===== config.mk =====
export PLATFORM = sky130hd
export DESIGN_NAME = serial_subtractor_flat
export DESIGN_NICKNAME = d
export VERILOG_FILES = /design/src/rtl/serial_subtractor_if.sv /design/src/rtl/serial_subtractor.sv /design/src/flat_wrapper.sv
export SDC_FILE = /design/constraint.sdc
export NUM_CORES = 1
export LEC_CHECK = 0
export CAP_MARGIN = 20
export CORE_UTILIZATION = 55
export DETAILED_ROUTE_END_ITERATION = 12
export GPL_ROUTABILITY_DRIVEN = 0
export PLACE_DENSITY = 0.83
export REMOVE_ABC_BUFFERS = 1
export SYNTH_ARGS = -nofsm -noshare
export SYNTH_HDL_FRONTEND = slang
export SYNTH_SLANG_ARGS = --single-unit
export TNS_END_PERCENT = 100

===== constraint.sdc =====
create_clock -name clk -period 5.1 [get_ports clk]
set_clock_uncertainty 0.2 [all_clocks]
set_input_delay 0.765 -clock clk [delete_from_list [all_inputs] [get_ports clk]]
set_output_delay 0.765 -clock clk [all_outputs]
set_load 0.01 [all_outputs]

===== src/rtl/serial_subtractor_if.sv =====
// serial_subtractor_if: start/operand request and result bundle for serial_subtractor
interface serial_subtractor_if #(parameter int WIDTH = 8);
  logic start;
  logic [WIDTH-1:0] a;
  logic [WIDTH-1:0] b;
  logic busy;
  logic done;
  logic [WIDTH-1:0] diff;
  logic borrow_out;
  logic overflow;
  modport master (output start, a, b, input busy, done, diff, borrow_out, overflow);
  modport slave (input start, a, b, output busy, done, diff, borrow_out, overflow);
endinterface


===== src/rtl/serial_subtractor.sv =====
// serial_subtractor: bit-serial a - b (a + ~b + 1) through one full adder, LSB first
module serial_subtractor #(
  parameter int WIDTH = 8
) (
  input logic clk,
  input logic rst,
  serial_subtractor_if.slave bus
);
  localparam int CW = $clog2(WIDTH);
  typedef enum logic [1:0] {IDLE, SHIFT, DONE} state_t;
  state_t state, state_n;
  logic [WIDTH-1:0] a_sr, b_sr, res_n, diff_r;
  logic [WIDTH-2:0] res;
  logic [CW-1:0] cnt;
  logic carry, borrow_r, ovf_r, x, y, sum, cout, last;
  assign x = a_sr[0];
  assign y = ~b_sr[0];
  assign sum = x ^ y ^ carry;
  assign cout = (x & y) | (carry & (x ^ y));
  assign last = cnt == CW'(WIDTH - 1);
  assign res_n = {sum, res};
  always_ff @(posedge clk or posedge rst)
    if (rst) state <= IDLE;
    else state <= state_n;
  always_comb begin
    state_n = state;
    state_n = state == IDLE ? (bus.start ? SHIFT : IDLE) :
              state == SHIFT ? (last ? DONE : SHIFT) : IDLE;
  end
  // carry entering the last cycle is the carry into the MSB, so overflow is carry ^ cout there
  always_ff @(posedge clk or posedge rst)
    if (rst) begin
      a_sr <= '0;
      b_sr <= '0;
      res <= '0;
      cnt <= '0;
      carry <= 1'b0;
      diff_r <= '0;
      borrow_r <= 1'b0;
      ovf_r <= 1'b0;
    end else if (state == IDLE && bus.start) begin
      a_sr <= bus.a;
      b_sr <= bus.b;
      cnt <= '0;
      carry <= 1'b1;
    end else if (state == SHIFT) begin
      a_sr <= a_sr >> 1;
      b_sr <= b_sr >> 1;
      res <= res_n[WIDTH-1:1];
      carry <= cout;
      cnt <= cnt + CW'(1);
      if (last) begin
        diff_r <= res_n;
        borrow_r <= ~cout;
        ovf_r <= carry ^ cout;
      end
    end
  assign bus.busy = state == SHIFT;
  assign bus.done = state == DONE;
  assign bus.diff = diff_r;
  assign bus.borrow_out = borrow_r;
  assign bus.overflow = ovf_r;
endmodule


===== src/flat_wrapper.sv =====
// flat-port wrapper written by rule: the top's interface ports become plain ports
module serial_subtractor_flat 
#(
  parameter int WIDTH = 8
)
  (clk, rst, bus_start, bus_a, bus_b, bus_busy, bus_done, bus_diff, bus_borrow_out, bus_overflow);
  serial_subtractor_if #(.WIDTH(WIDTH)) bus_i ();
  input logic clk;
  input logic rst;
  input wire logic [$bits(bus_i.start)-1:0] bus_start;
  input wire logic [$bits(bus_i.a)-1:0] bus_a;
  input wire logic [$bits(bus_i.b)-1:0] bus_b;
  output wire logic [$bits(bus_i.busy)-1:0] bus_busy;
  output wire logic [$bits(bus_i.done)-1:0] bus_done;
  output wire logic [$bits(bus_i.diff)-1:0] bus_diff;
  output wire logic [$bits(bus_i.borrow_out)-1:0] bus_borrow_out;
  output wire logic [$bits(bus_i.overflow)-1:0] bus_overflow;
  assign bus_i.start = bus_start;
  assign bus_i.a = bus_a;
  assign bus_i.b = bus_b;
  assign bus_busy = bus_i.busy;
  assign bus_done = bus_i.done;
  assign bus_diff = bus_i.diff;
  assign bus_borrow_out = bus_i.borrow_out;
  assign bus_overflow = bus_i.overflow;
  serial_subtractor #(.WIDTH(WIDTH)) u_core (.clk(clk), .rst(rst), .bus(bus_i));
endmodule

; After elaboration in Yosys (flattened, before gate mapping)
; Cells that the tools add are included.
[word_totals]
ff_bits = 39
in_bits = 19
output_inout_bits = 12
elab_cells = 39
[op_classes]
addsub = 1
n_eq_ne = 3
mux = 12
bitwise_logic = 9
n_reduce_logical = 5
[ops]
columns = op, n
row1 = 8-bit 2-to-1 mux, 4
row2 = 2-bit 2-to-1 mux, 3
row3 = 3-bit 2-to-1 mux, 2
row4 = 3-bit by 1-bit adder with 3-bit output (second input constant), 1
row5 = 3-bit == test (second input constant), 1
row6 = 1-bit 2-to-1 mux, 3
row7 = 1-bit NOT, 3
row8 = 3-bit AND reduction, 1
row9 = 1-bit bitwise XOR, 3
row10 = 1-bit AND, 2
row11 = 2-bit by 1-bit == test with 1-bit output (second input constant), 1
row12 = 2-bit == test (second input constant), 1
row13 = 2-bit zero test, 1
row14 = 2-bit AND reduction, 1
row15 = 2-bit nonzero test, 1
row16 = 1-bit logical AND, 1
row17 = 1-bit bitwise OR, 1

; Logic depth before layout (Yosys ltp)
[logic_depth]
depth_word = 6
depth_mapped = 5
mapped_depth_nobuf = 4

; Least setup slack after synthesis
; OpenSTA, ideal clock, no wires.
[synth_timing]
path_type = reg2out
startpoint = register u_core.state[1]
endpoint = output port bus_busy
arrival_ps = 831
required_time_ps = 4135
path_slack_ps = 3304
path_stages_with_launch = 5
n_path_buf = 2
cell_sequence = dfrtp_1 > buf_6 > nand2b_4 > inv_2 > buf_6
[synth_between]
elab_chain_len = 1
[synth_lines]
columns = item, line_no
row1 = start: declaration, serial_subtractor.sv:11  ; state_t state, state_n;
row2 = start signal: assignment, serial_subtractor.sv:24  ; else state <= state_n;
row3 = 2-bit by 1-bit == test with 1-bit output, serial_subtractor.sv:58  ; assign bus.busy = state == SHIFT;
row4 = end: declaration, flat_wrapper.sv:13  ; output wire logic [$bits(bus_i.busy)-1:0] bus_busy;
; No other way between the ends.

; Final worst setup path
[layout_timing]
startpoint = register u_core.state[0]
endpoint = output port bus_busy
; The elaborated chain is that of the path after synthesis.

==> impl_metrics.tcl <==
set metrics [dict create \
    synth_xor_area_share_pct 0.4958 \
    yosysUniqueCellTypes 26 \
    clock_sink_count 39 \
    drc 0 \
    hold_class "reg -> reg" \
    wl_um 3047 \
    layout_commonest_cell "dfrtp_1" \
    vias_per_cell 5.490 \
    crit_chain "nand2b_4 > inv_2 > clkdlybuf4s50_1" \
    critPathMaxFanout 22 \
    worst_pin_slew_ns 0.5683 \
    run_status "complete, no violations" \
    synth_area_per_cell_um2 13.59 \
    setup_ws_ns 2.089 \
    setup_viol 0 \
    grt_max_degree 40 \
    synth-simple-area-share_pct 8.286 \
    area_growth_syn_to_layout_pct 21.18 \
    p_per_area_mw_per_mm2 604.5 \
    fin_tns_setup_ns 0 \
    ctsRootBufferMaster "clkbuf_4" \
    min_period_ns 3.011 \
    synth_top_family_by_area "multiplexers" \
    die_w_um 58.68 \
    cts_tree "done" \
    syn-cell-area_mm2 0.001767 \
    grtUsageTotal_pct 19.98 \
    synth-edff-count 0 \
    crit_required_ns 4.14 \
    vdd_drop_max_uv 325.8 \
    grt-ovfl-total 0 \
    fmax_ghz 0.3321 \
    coreArea_mm2 0.003053 \
    hpwl_um 2095 \
    async_flop_share_pct 100.0 \
    clk_pin_slew_ns 0.10 \
    regArea_um2 975.9 \
    n_fill_cell 243 \
    crit_type "reg -> out" \
    layout_common_cells "dfrtp_1 (39), clkdlybuf4s50_1 (30), inv_1 (17)" \
    synth_compound_area_share_pct 12.32 \
    start_kind "flop" \
    start_util_pct 57.87 \
    slew_violations 0 \
    yosysWarnings 0 \
    drt-initial-drc-count 96 \
    htreeDepth 2 \
    placed_area_mm2 0.002054 \
    diodes 0 \
    synth_cells 130 \
    cts.hold.buffers_added 0 \
    cp_slowest_cell "dfrtp_1" \
    ys.flop_type "dfrtp_1" \
    rows 20 \
    pre_cts_ws_ns 2.466 \
    synth_fa_ha_area_share_pct 2.550 \
    port_buffers 30 \
    cts_buffer_depth 2 \
    holdWs_ns 0.3006 \
    drive_gt1_share_pct 19.38 \
    maxCapViolations 0 \
    maxSlewHeadroom_pct 61.99 \
    fp.dieH_um 58.68 \
    final.period_utilization_pct 59.05 \
    synth_seq_cells 39 \
    cts_resized 0 \
    post_cts_buffers 0 \
    antenna_found_initial 0 \
    clock_latency_ns 0.34 \
    fin_nets 181 \
    vias 1120 \
    synth_mux_area_share_pct 13.03 \
    p_leak_nw 0.9811 \
    die-area_mm2 0.003443 \
    final_hold_viol_count 0 \
    critPathArrivalTime_ns 2.05 \
    io_pins 31 \
    post_drt_wl_per_cell_um 14.94 \
    worstSetupEndpointType "primary output" \
    rsz0062_at_grt "false" \
    multi_input_area_um2 648.1 \
    grt_pass1_wl_um 5016 \
    cpPeakStageDelay_ns 0.67 \
    fin_area_mm2 0.002141 \
    grt_pass1_vias 1097 \
    ys_seq_area_share_pct 55.24 \
    antenna_left 0 \
    numCtsBuffers 5 \
    dr.pass1.iters 5 \
]
## worst paths after layout
| path | start | to | slack (ns) | depth (start not counted) |
|---|---|---|---|---|
| max in group asynchronous | rst | u_core.bus.overflow | 3.74 | 3 |
| min in group asynchronous | rst | u_core.bus.diff[2] | 0.63 | 3 |
| setup reg to reg | u_core.state[0] | u_core.res[0] | 3.32 | 3 |
| setup / recovery | u_core.state[0] | bus_busy | 2.09 | 3 |
| hold reg to reg | u_core.cnt[0] | u_core.cnt[0] | 0.30 | 1 |
| hold / removal | u_core.cnt[0] | u_core.cnt[0] | 0.30 | 1 |
## cell usage after synthesis, types with 2 or more instances
master	instances	share of area, %
dfrtp_1	39	55
inv_1	17	3.6
nor2b_1	13	4.6
a222oi_1	12	6.8
mux2_2	8	5.1
mux2_4	8	6.8
buf_6	5	3.2
buf_2	3	0.85
a221oi_1	2	0.99
a22o_1	2	0.99
a32o_1	2	1.1
ha_1	2	1.4
mux2i_1	2	1.1
nor2_1	2	0.43
nor4b_1	2	0.99
## layout make-up
| type | instances | area share, % |
|---|---|---|
| inverter | 18 | 3.156 |
| clock buffer | 6 | 2.396 |
| tap | 44 | 2.572 |
| multi-input combinational | 64 | 30.27 |
| timing repair buffer | 31 | 14.38 |
| sequential | 39 | 45.59 |
| clock inverter | 2 | 1.636 |
## where the power goes
part	leakage (nW)	switching [W]	internal, W
clock	0.0482	0.0000958	0.000116
sequential	0.467	0.0000860	0.000458
combinational	0.466	0.000224	0.000314
## sequential cells by signal, indices dropped and copies added (netlist names)
signal / cells
u_core.a_sr: 8
u_core.bus.diff: 8
u_core.bus.overflow: 1
u_core.carry: 1
u_core.state: 2
u_core.b_sr: 8
u_core.bus.borrow_out: 1
u_core.res: 7
u_core.cnt: 3
## cell families after synthesis
family | Yosys count
AOI/OAI and AO/OA | 22
xor gates and xnor gates | 1
adders and majority gates | 3
buffers and inverters | 27
DFF | 39
muxes | 18
and+or+nand+nor | 20
## through the flow
step / power (W) / utilization (%) / std cells
floorplan: 0.0009023 / - / 121
global placement: 0.001057 / 67.30 / 196
detailed placement: 0.001089 / 67.30 / 196
CTS: 0.001305 / 70.12 / 204
global route: 0.001385 / 70.12 / 204
finish: 0.001294 / 70.12 / 204
## critical path: cells and delay by family, from the launching register on
kind,cells,cell delay [ns]
buf+inv,2,0.93
flops,1,0.67
simple gates,1,0.10
## per-layer routing
layer	routed length (um)	global-route usage [%]	share of wire, %	up-vias
met4	27	5.782	0.89	0
met5	0	0	0	-
met3	154	7.033	5.1	2
met2	1516	31.53	50	40
met1	1348	26.28	44	559
li1	-	-	-	519
Note: power is estimated with default switching activity, not from simulation.
